**src/rtl/fetch_pkg.sv**
```systemverilog
// Shared types and constants for the instruction-fetch front end.
package fetch_pkg;

   typedef enum logic [0:0] {
      RUN    = 1'b0,
      HALTED = 1'b1
   } fetch_state_t;

   localparam int INSTR_BYTES    = 4;
   localparam int FETCH_PC_MAX_W = 32;

   // The pc field is sized for the widest supported PC; narrower builds zero-extend.
   typedef struct packed {
      logic [31:0]               instr;
      logic [FETCH_PC_MAX_W-1:0] pc;
   } fetch_entry_t;

endpackage

```
**src/rtl/fetch_buffer.sv**
```systemverilog
// Small synchronous FIFO with push/pop/flush, occupancy count and a registered head entry.
module fetch_buffer
   import fetch_pkg::*;
#(
   parameter int  DEPTH   = 2,
   parameter type entry_t = fetch_entry_t,
   parameter int  CW      = $clog2(DEPTH + 1)
) (
   input  logic          clk,
   input  logic          rst_n,
   input  logic          push,
   input  logic          pop,
   input  logic          flush,
   input  entry_t        push_data,
   output entry_t        head,
   output logic [CW-1:0] count
);
   localparam int PW = (DEPTH > 1) ? $clog2(DEPTH) : 1;

   entry_t        mem_q [DEPTH];
   entry_t        mem_d [DEPTH];
   entry_t        head_q, head_d;
   logic [PW-1:0] rd_q, rd_d, wr_q, wr_d;
   logic [CW-1:0] count_q, count_d;
   logic          do_push_s, do_pop_s;

   function automatic logic [PW-1:0] ptr_inc(input logic [PW-1:0] p);
      return (p == PW'(DEPTH - 1)) ? '0 : p + PW'(1);
   endfunction

   assign do_push_s = push && (count_q != CW'(DEPTH));
   assign do_pop_s  = pop && (count_q != '0);
   assign head      = head_q;
   assign count     = count_q;

   // Pointer, occupancy and storage update; head is re-registered from the next state.
   always_comb begin
      mem_d   = mem_q;
      rd_d    = rd_q;
      wr_d    = wr_q;
      count_d = count_q;
      if (flush) begin
         rd_d    = '0;
         wr_d    = '0;
         count_d = '0;
      end else begin
         if (do_push_s) begin
            mem_d[wr_q] = push_data;
            wr_d        = ptr_inc(wr_q);
         end else begin
            wr_d = wr_q;
         end
         rd_d    = do_pop_s ? ptr_inc(rd_q) : rd_q;
         count_d = count_q + CW'(do_push_s) - CW'(do_pop_s);
      end
      head_d = mem_d[rd_d];
   end

   // State registers.
   always_ff @(posedge clk or negedge rst_n) begin
      if (!rst_n) begin
         mem_q   <= '{default: '0};
         head_q  <= '0;
         rd_q    <= '0;
         wr_q    <= '0;
         count_q <= '0;
      end else begin
         mem_q   <= mem_d;
         head_q  <= head_d;
         rd_q    <= rd_d;
         wr_q    <= wr_d;
         count_q <= count_d;
      end
   end

endmodule

```
**src/rtl/fetch_redirect_unit.sv**
```systemverilog
// Fetch front end: owns the PC, issues imem requests, squashes wrong-path responses.
// Build option FETCH_MISALIGN_TRAP_EN adds misalign_err and halts on unaligned redirect targets.
module fetch_redirect_unit
   import fetch_pkg::*;
#(
   parameter int              PC_W      = 9,
   parameter logic [PC_W-1:0] RESET_PC  = '0,
   parameter int              MAX_OUTST = 2
) (
   input  logic            clk,
   input  logic            rst_n,
   input  logic            redir_valid,
   input  logic [31:0]     redir_pc,
   input  logic            halt,
   output logic            imem_req_valid,
   input  logic            imem_req_ready,
   output logic [PC_W-1:0] imem_req_addr,
   input  logic            imem_rsp_valid,
   input  logic [31:0]     imem_rsp_data,
   output logic            if_valid,
   input  logic            if_ready,
   output logic [31:0]     if_instr,
   output logic [PC_W-1:0] if_pc,
   output logic            halted
`ifdef FETCH_MISALIGN_TRAP_EN
   ,
   output logic            misalign_err
`endif
);
   localparam int CW = $clog2(MAX_OUTST + 1);

   fetch_state_t    state_q, state_d;
   logic [PC_W-1:0] pc_q, pc_d, redir_tgt_s, tag_head_s;
   logic [CW-1:0]   drop_q, drop_d, outst_s, buf_count_s;
   fetch_entry_t    buf_push_s, buf_head_s;
   logic            fire_s, rsp_ok_s, redir_take_s, push_s, pop_s, unused_s;

   // A halted unit ignores redirects; responses with nothing in flight are ignored.
   assign redir_take_s   = (state_q == RUN) && redir_valid;
   assign rsp_ok_s       = imem_rsp_valid && (outst_s != '0);
   assign imem_req_valid = rst_n && (state_q == RUN) && !redir_valid && !halt &&
                           ((int'(outst_s) + int'(buf_count_s)) < MAX_OUTST);
   assign imem_req_addr  = pc_q;
   assign fire_s         = imem_req_valid && imem_req_ready;
   assign push_s         = rsp_ok_s && (drop_q == '0) && !redir_take_s;
   assign if_valid       = (buf_count_s != '0);
   assign pop_s          = if_valid && if_ready;
   assign buf_push_s.instr = imem_rsp_data;
   assign buf_push_s.pc    = FETCH_PC_MAX_W'(tag_head_s);
   assign if_instr       = buf_head_s.instr;
   assign if_pc          = buf_head_s.pc[PC_W-1:0];
   assign halted         = (state_q == HALTED);
   assign unused_s       = ^{buf_head_s.pc, redir_pc};

`ifdef FETCH_MISALIGN_TRAP_EN
   logic misalign_s, misalign_err_q, misalign_err_d;
   assign misalign_s   = (redir_pc[1:0] != 2'b00);
   assign redir_tgt_s  = redir_pc[PC_W-1:0];
   assign misalign_err = misalign_err_q;
`else
   assign redir_tgt_s  = {redir_pc[PC_W-1:2], 2'b00};
`endif

   // Next PC, wrong-path drop count and run/halt state; a redirect beats a same-cycle halt.
   always_comb begin
      state_d = state_q;
      pc_d    = pc_q;
      drop_d  = drop_q;
`ifdef FETCH_MISALIGN_TRAP_EN
      misalign_err_d = misalign_err_q;
`endif
      if (redir_take_s) begin
         pc_d   = redir_tgt_s;
         drop_d = outst_s - CW'(rsp_ok_s);
`ifdef FETCH_MISALIGN_TRAP_EN
         if (misalign_s) begin
            misalign_err_d = 1'b1;
            state_d        = HALTED;
         end else begin
            misalign_err_d = misalign_err_q;
         end
`endif
      end else begin
         pc_d   = fire_s ? pc_q + PC_W'(INSTR_BYTES) : pc_q;
         drop_d = (rsp_ok_s && (drop_q != '0)) ? drop_q - CW'(1) : drop_q;
         if ((state_q == RUN) && halt) begin
            state_d = HALTED;
         end else begin
            state_d = state_q;
         end
      end
   end

   // State registers.
   always_ff @(posedge clk or negedge rst_n) begin
      if (!rst_n) begin
         state_q <= RUN;
         pc_q    <= RESET_PC;
         drop_q  <= '0;
`ifdef FETCH_MISALIGN_TRAP_EN
         misalign_err_q <= 1'b0;
`endif
      end else begin
         state_q <= state_d;
         pc_q    <= pc_d;
         drop_q  <= drop_d;
`ifdef FETCH_MISALIGN_TRAP_EN
         misalign_err_q <= misalign_err_d;
`endif
      end
   end

   // In-flight request addresses; its occupancy is the outstanding count.
   fetch_buffer #(
      .DEPTH   (MAX_OUTST),
      .entry_t (logic [PC_W-1:0]),
      .CW      (CW)
   ) u_tag_q (
      .clk       (clk),
      .rst_n     (rst_n),
      .push      (fire_s),
      .pop       (rsp_ok_s),
      .flush     (1'b0),
      .push_data (pc_q),
      .head      (tag_head_s),
      .count     (outst_s)
   );

   fetch_buffer #(
      .DEPTH   (MAX_OUTST),
      .entry_t (fetch_entry_t),
      .CW      (CW)
   ) u_out_buf (
      .clk       (clk),
      .rst_n     (rst_n),
      .push      (push_s),
      .pop       (pop_s),
      .flush     (redir_take_s),
      .push_data (buf_push_s),
      .head      (buf_head_s),
      .count     (buf_count_s)
   );

   fetch_redirect_chk #(.CW(CW)) u_chk (
      .clk       (clk),
      .rst_n     (rst_n),
      .rsp_valid (imem_rsp_valid),
      .outst     (outst_s)
   );

endmodule

// Protocol checker: the instruction memory must not answer when nothing is in flight.
module fetch_redirect_chk #(
   parameter int CW = 2
) (
   input logic          clk,
   input logic          rst_n,
   input logic          rsp_valid,
   input logic [CW-1:0] outst
);
   a_rsp_needs_outst: assert property (@(posedge clk) disable iff (!rst_n)
      rsp_valid |-> (outst != '0));
endmodule

```
**config.mk**
```make
export PLATFORM = sky130hd
export DESIGN_NAME = fetch_redirect_unit
export DESIGN_NICKNAME = d
export VERILOG_FILES = /design/src/rtl/fetch_pkg.sv /design/src/rtl/fetch_buffer.sv /design/src/rtl/fetch_redirect_unit.sv
export SDC_FILE = /design/constraint.sdc
export NUM_CORES = 1
export LEC_CHECK = 0
export BUFFER_PORTS_ARGS = -buffer_cell sky130_fd_sc_hd__buf_2
export CAP_MARGIN = 25
export CORE_ASPECT_RATIO = 0.7
export CORE_MARGIN = 2
export CORE_UTILIZATION = 58
export CTS_BUF_LIST = sky130_fd_sc_hd__clkbuf_2 sky130_fd_sc_hd__clkbuf_4 sky130_fd_sc_hd__clkbuf_8
export DETAILED_ROUTE_END_ITERATION = 8
export PLACE_DENSITY = 0.88
export SYNTH_ARGS = -nofsm -noshare
export SYNTH_HDL_FRONTEND = slang
export SYNTH_SLANG_ARGS = --single-unit
```
**constraint.sdc**
```tcl
create_clock -name clk -period 3.2 [get_ports clk]
set_clock_uncertainty 0.05 [all_clocks]
set_input_delay 0.32 -clock clk [delete_from_list [all_inputs] [get_ports clk]]
set_output_delay 0.32 -clock clk [all_outputs]
set_load 0.01 [all_outputs]
```
## After elaboration in Yosys (flattened, before gate mapping)

Cells that the tools add are included.

- Word-level logic and storage cells: 103
- Register bits after elaboration: 216

- Muxes and demuxes: 29
- Add/sub/neg operators: 12
- Reductions and logical operators: 29
- Equality and inequality tests: 2
- Bitwise logic cells: 6
- $lt $le $gt $ge: 7

Operators with widths:

| operator | number |
|---|---|
| two-way mux 128 bit | 2 |
| two-way mux 64 bit | 4 |
| bitwise mux 128 bit | 1 |
| demux 64 bit (select 1 bit) | 1 |
| two-way mux 9 bit | 6 |
| bitwise mux 18 bit | 1 |
| logical AND 1 bit | 18 |
| two-way mux 18 bit | 1 |
| nonzero test 2 bit | 6 |
| adder 9 x 3 -> 9 bit (second input constant) | 1 |
| demux 9 bit (select 1 bit) | 1 |
| two-way mux 1 bit | 9 |
| greater-or-equal comparator 2 bit (second input constant) | 4 |
| NOT 1 -> 2 bit | 4 |
| two-way mux 2 bit | 3 |
| subtractor 2 x 1 -> 2 bit | 3 |
| adder 1 bit (second input constant) | 4 |
| adder 2 x 1 -> 2 bit | 2 |
| less-than comparator 2 x 1 -> 1 bit (second input constant) | 2 |
| != test 2 bit (second input constant) | 2 |
| adder 2 x 2 -> 3 bit | 1 |
| zero test 1 bit | 3 |
| less-than comparator 3 x 2 -> 1 bit (second input constant) | 1 |
| zero test 2 bit | 1 |
| other kinds (3) | 4 |

## Logic depth before layout (Yosys ltp)

Gate-level depths: netlist of run 1.

- Depth in word-level cells: 11
- Gate-level depth with buffers: 9

## Hierarchy

Synthesis of run 1 repeated with hierarchy kept, for this count alone.

- Cells, all modules: 1101
- Area, all modules: 11270.8 µm²

By module, submodules not included:

| module | times used | area each (µm²) | cells each |
|---|---|---|---|
| fetch_buffer (u_out_buf) | 1 | 9022.4 | 885 |
| fetch_buffer (u_tag_q) | 1 | 1552.7 | 144 |
| fetch_redirect_unit | 1 | 695.7 | 72 |

## Worst setup path after synthesis of run 1

No wires, ideal clock.

- Kind: register to register
- Start: register u_tag_q.count_q[0] (netlist: u_tag_q.count[0])
- End: register u_tag_q.mem_q[11] in the netlist's numbering
- Required time: 3025 ps
- Period minus slack after synthesis: 2462 ps
- Slack: 738 ps
- Arrival time: 2288 ps
- Stages on the path, launching flop included: 8
- Cells stage by stage: dfrtp_1 inv_1 nor2_1 fa_1 or3b_2 nor4_2 buf_2 mux2_2

RTL lines:

| element | line | source |
|---|---|---|
| from (decl) | fetch_buffer.sv:24 | `logic [CW-1:0] count_q, count_d;` |
| from (signal assigned) | fetch_buffer.sv:72 | `count_q <= count_d;` |
| to (signal assigned) | fetch_buffer.sv:68 | `mem_q <= mem_d;` |
| to (decl) | fetch_buffer.sv:20 | `entry_t mem_q [DEPTH];` |

==> results.md, run 1 <==
- Multiplexer share of the synthesized area: 0.153
- FFs w/ async S/R, synth: 1.00
- Final net count: 712
- Layout area overhead: 14.9%
- Hpwl dp: 9.33 mm
- Final setup viols: 0
- R2R setup slack: 340 ps
- Worst Hold Class: input port to async pin
- Mapped Area: 7120 um2
- Antenna-violating nets left: 0
- Crit path required time: 3530 ps
- Yosys cell types: 45
- Synth Area in XOR/XNOR: 0.0209
- Clock sinks: ~170
- Via Count: 4,734
- Headroom to the max-slew limit: 0.422
- Setup Fix Bufs, Post-CTS: 0
- Drt initial violations: 451
- GRT Overall Usage: 0.235
- # IOs: around 120
- Minimum clock period: 2860 ps
- Simple-Gate Fraction of Synth Area: 0.102
- Critical Path AT: about 3200 ps
- CP endpoint kind: register
- Core ar.: 11,900 um2
- CTS buffer count: 17
- Setup Crit Path Kind: register to register
- Root Buffer: clkbuf_8
- Vias in the first global route: 4,779
- Max-Cap Viols: 0
- Pin count of the biggest net entering global routing: 169
- Num rows: 33
- CTS tree: yes
- Die height: 96.7 um
- First-pass iteration count of the detailed router: 5
- CP Max Fanout: 11
- Power Density: 961 nW/um2
- Reg2reg start: u_out_buf.count[0]
- Reg2Reg Depth: 9
- Leak pwr: 3.90 nW
- Die area: 13,200 um2
- End of the worst register-to-register path: u_tag_q.head[2]
- Post-route clock period utilization: 0.895
- Port Buffers: 96
- CP startpoint kind: register
- H-tree levels: 4
- Worst Tran Pin Value: 867 ps
- Initial antenna violation count: 0
- Setup TNS: 0 ps
- Yosys warns: 0
- Synth Area per Inst: 13.2 um2
- Fmax: roughly 350 MHz
- Synth top area cells: dfrtp_1, mux2_2, o221a_2
- CTS clock-pin slew for the worst setup and hold paths: 90 ps
- Antenna diode instance count: 0
- Primary FF master, synth: dfrtp_1
- Post-synth top area share: 0.591
- Vias per Instance: 5.89
- Starting Density: 0.601
- Post-synthesis adder-cell area fraction: 0.0134
- Register bit total from synthesis: between 150 and 200
- Total power: 0.00786 W
- Die W: 136 um
- RSZ-0062 raised after global routing: false
- Post-synthesis sequential area ratio: 0.591
- Maximum vdd drop: just under 0.0006 V
- Later-pin clock latency in the skew report: 440 ps
- Outcome: complete, no violations
- Fin cells: 804
- Placed cell count: 772
- Main combinational cell family by area after synthesis: multiplexers
- Mapped Cells: 541
- Layout cells sized above 1: 0.436
- GPL Wtd Cong: 0.793
- Total global routing overflow: 0
- Commonest cells in the netlist: dfrtp_1, mux2_2, or3_1
- Count leader, synth: dfrtp_1
- Cell taking the most area after synthesis: dfrtp_1
- Drt drc: 0
- Final Hold Fails: 0
- Compound-Gate Fraction of Synth Area: 0.0923
- Final wirelength: approximately 15 mm
- Routed len/inst: approximately 18 um
- Post-synth EDFFs: 0
- CTS Buffer Depth: 2
- Hold_buf cts: 0
- First-pass GRT wire length: 24.4 mm
- Slew Limit Fails: 0
- Post-CTS Resized: 0
registers in the layout, indices dropped and copies added (netlist names):
name	flops
u_tag_q.wr_q	1
u_out_buf.rd_q	1
u_out_buf.head	41
u_out_buf.mem_q	82
u_tag_q.count	2
u_tag_q.head	9
imem_req_addr	7
drop_q	2
u_tag_q.rd_q	1
u_out_buf.wr_q	1
halted	1
u_out_buf.count	2
u_tag_q.mem_q	18
layer usage:
metal	routed length (um)	track usage	vias to the layer above
li1	-	-	2132
met1	6860	0.348	2421
met2	6930	0.354	154
met3	808	0.0535	27
met4	158	0.0617	0
met5	0	0	-
cells in the final DEF (no fill, tap or decap), types with 7 or more instances in the layout:
master / synthesis / layout
buf_4: 3 / 11
xnor2_1: 11 / 11
nor2_1: 11 / 11
buf_2: 15 / 95
inv_1: 9 / 9
o221a_2: 37 / 37
mux2_2: 94 / 94
or3_1: 44 / 44
nand2_1: 40 / 40
dfrtp_1: 168 / 168
a21oi_1: 8 / 8
nand3_1: 11 / 11
clkbuf_8: 0 / 17
a21o_1: 7 / 7
critical path, cell delays in order (launching register included):
cell and delay (ps):
dfrtp_1 380, inv_1 80, nor2_1 140, fa_1 460
or3b_2 570, nor4_2 250, buf_4 240, and2_0 350
a22o_1 180, or3_1 110
report_power, final:
| part | leakage (nW) | switching, W | internal [W] |
|---|---|---|---|
| Combinational | 1.58 | 0.00143 | 0.00157 |
| Sequential | 2.13 | 0.000410 | 0.00293 |
| Clock | 0.194 | 0.000818 | 0.000711 |
through the flow:
| step | worst slack, ps | hold slack (ps) | instance area (um2) | util |
|---|---|---|---|---|
| final | 336 | 17.7 | 8180 | 0.690 |
| after global routing | 215 | 21.7 | 8180 | 0.690 |
| after CTS | 332 | 17.7 | 8180 | 0.690 |
| after detailed placement | 400 | 435 | 7780 | 0.657 |
| after global placement | 515 | 421 | 7780 | 0.657 |
| after floorplan | 738 | -25.6 | 7120 | - |
logic make-up after synthesis:
logic type	Yosys count
simple gates	134
buf+inv	45
flops	168
other cells	1
compound gates	72
xor+xnor	17
fa+ha+maj	7
mux	97
layout make-up:
type                       count  area [um2]
clock inverter                15         166
tap                          157         196
multi-input combinational    329        2740
fill                         843        3670
sequential                   168        4200
inverter                       9        33.8
timing repair buffer         109         609
clock buffer                  17         234
worst max path at each step:
stage                                   from           endpoint
after floorplan             u_tag_q.count[0]  u_tag_q.mem_q[11]
after global placement      u_tag_q.count[0]    u_tag_q.head[2]
after detailed placement  u_out_buf.count[0]    u_tag_q.head[2]
after CTS                 u_out_buf.count[0]    u_tag_q.head[2]
after global routing      u_out_buf.count[0]    u_tag_q.head[2]
final                     u_out_buf.count[0]    u_tag_q.head[2]
(Power assumes the default switching activity.)
==> run 2, diff against run 1 <==
--- a/config.mk
+++ b/config.mk
@@ -13,6 +13,7 @@
 export CTS_BUF_LIST = sky130_fd_sc_hd__clkbuf_2 sky130_fd_sc_hd__clkbuf_4 sky130_fd_sc_hd__clkbuf_8
 export DETAILED_ROUTE_END_ITERATION = 8
 export PLACE_DENSITY = 0.88
+export RECOVER_POWER = 25
 export SYNTH_ARGS = -nofsm -noshare
 export SYNTH_HDL_FRONTEND = slang
 export SYNTH_SLANG_ARGS = --single-unit
==> results.md, run 2 (synthesis gave the netlist of run 1 again) <==
- Drt drc: 0 (unchanged)
- Headroom to the max-slew limit: -0.469 (was 0.422)
- Setup Crit Path Kind: register to register (unchanged)
- Minimum clock period: 2870 ps (was 2860 ps)
- Starting Density: 0.601 (unchanged)
- Slew Limit Fails: 169 (was 0)
- Layout cells sized above 1: 0.434 (was 0.436)
- Post-route clock period utilization: 0.897 (was 0.895)
- Drt initial violations: 467 (was 451)
- Failing checks: max-capacitance violations, max-slew violations
- Clock sinks: 168 (unchanged)
- Final setup viols: 0 (unchanged)
- Final net count: 712 (unchanged)
- Worst Tran Pin Value: 2200 ps (was 867 ps)
- Die area: 13,200 um2 (unchanged)
- GPL Wtd Cong: 0.793 (unchanged)
- Setup Fix Bufs, Post-CTS: 0 (unchanged)
- Final Hold Fails: 0 (unchanged)
- Hold_buf cts: 0 (unchanged)
- CTS buffer count: 17 (unchanged)
- Total global routing overflow: 0 (unchanged)
- Die W: 136 um (unchanged)
- Critical Path AT: 3200 ps (was 3190 ps)
- CTS clock-pin slew for the worst setup and hold paths: 100 ps (was 90 ps)
- Pin count of the biggest net entering global routing: 169 (unchanged)
- H-tree levels: 4 (unchanged)
- First-pass iteration count of the detailed router: 4 (was 5)
- Core ar.: 11,900 um2 (unchanged)
- Final wirelength: 14.7 mm (was 14.8 mm)
- Via Count: 4,720 (was 4,734)
- Antenna-violating nets left: 0 (unchanged)
- Hold Worst Slack: 39.8 ps (was 17.7 ps)
- First-pass GRT wire length: 24.4 mm (unchanged)
- CP Max Fanout: 11 (unchanged)
- Leak pwr: 3.89 nW (was 3.90 nW)
- Layout area overhead: 14.6% (was 14.9%)
- Crit path required time: 3530 ps (about the same)
- Outcome: finished, violations left (was complete, no violations)
- Later-pin clock latency in the skew report: 440 ps (about the same)
- Root Buffer: clkbuf_8 (unchanged)
- Most frequent cells in the layout: dfrtp_1, buf_2, mux2_2, or3_1, nand2_1 (unchanged)
- Die height: 96.7 um (unchanged)
- CTS Buffer Depth: 2 (unchanged)
- Max-Cap Viols: 1 (was 0)
- Vias per Instance: 5.87 (was 5.89)
- Hpwl dp: 9.33 mm (unchanged)
- Biggest register: u_out_buf.mem_q (unchanged)
- RSZ-0062 raised after global routing: false (unchanged)
- Setup TNS: 0 ps (unchanged)
- # IOs: 124 (unchanged)
- CP endpoint kind: register (unchanged)
- GRT Overall Usage: 0.235 (unchanged)
- Num rows: 33 (unchanged)
- Maximum vdd drop: 0.000595 V (was 0.000594 V)
- Commonest non-fill, non-tap cell in the layout: dfrtp_1 (unchanged)
- Vias in the first global route: 4,779 (unchanged)
- Antenna diode instance count: 0 (unchanged)
- Initial antenna violation count: 0 (unchanged)
- Power Density: 963 nW/um2 (was 961 nW/um2)
- Worst Hold Class: input port to register (was input port to async pin)
- CTS tree: yes (unchanged)
- Max FFs per register: 82 (unchanged)
- Routed len/inst: 18.3 um (about the same)
- Post-CTS Resized: 0 (unchanged)
- Port Buffers: 96 (unchanged)
- CP startpoint kind: register (unchanged)
- Fmax: 349 MHz (about the same)
[run 2: cell count changes in the layout (fill, tap and decap cells not counted)]
cell | previous run | this run
clkbuf_1 | 0 | 1
clkbuf_4 | 0 | 1
buf_6 | 1 | 0
buf_12 | 2 | 1
[run 2: where the power goes]
part           switching [W]  internal, W
combinational        0.00143      0.00157
clock               0.000818     0.000711
sequential          0.000409      0.00293
[run 2: final timing paths]
kind | from | to | slack (ps) | cells past startpoint
max | u_out_buf.count[0] | u_tag_q.head[2] | 330 | 9
min | redir_pc[3] | imem_req_addr[3] | 40 | 3
max reg2reg | u_out_buf.count[0] | u_tag_q.head[2] | 330 | 9
min reg2reg | u_tag_q.mem_q[0] | u_tag_q.mem_q[0] | 460 | 1
max in group asynchronous | rst_n | u_out_buf.mem_q[118] | 910 | 2
min in group asynchronous | rst_n | u_tag_q.head[3] | 870 | 2
[run 2: through the flow]
step | power [W] | utilization | setup WS [ps] | instance area [um2] | cells
floorplan | 0.00541 | - | 738 | 7120 | 542
CTS | 0.00790 | 0.690 | 332 | 8180 | 804
global placement | 0.00617 | 0.657 | 515 | 7780 | 772
global route | 0.00837 | 0.689 | 215 | 8160 | 804
detailed placement | 0.00637 | 0.657 | 400 | 7780 | 772
finish | 0.00786 | 0.689 | 331 | 8160 | 804
[run 2: layer usage]
metal / part of all wire / vias up / wire (um) / GRT usage
li1: - / 2130 / - / -
met1: 0.47 / 2421 / 6910 / 0.348
met2: 0.47 / 145 / 6910 / 0.354
met3: 0.049 / 24 / 723 / 0.0535
met4: 0.011 / 0 / 155 / 0.0617
met5: 0 / - / 0 / 0
[run 2: layout make-up]
cell class | instances | area [um2]
inverters | 9 | 33.8
clock buffers | 17 | 234
clock inverters | 15 | 166
flip-flops and latches | 168 | 4200
repair buffers | 109 | 589
multi-input cells | 329 | 2740
well taps | 157 | 196
fillers | 845 | 3690
[run 2: worst max-delay path, cell delays in order (launching register included)]
cell	delay (ps)
dfrtp_1	380
inv_1	80
nor2_1	140
fa_1	460
or3b_2	570
nor4_2	250
buf_4	240
and2_0	350
a22o_1	180
or3_1	110
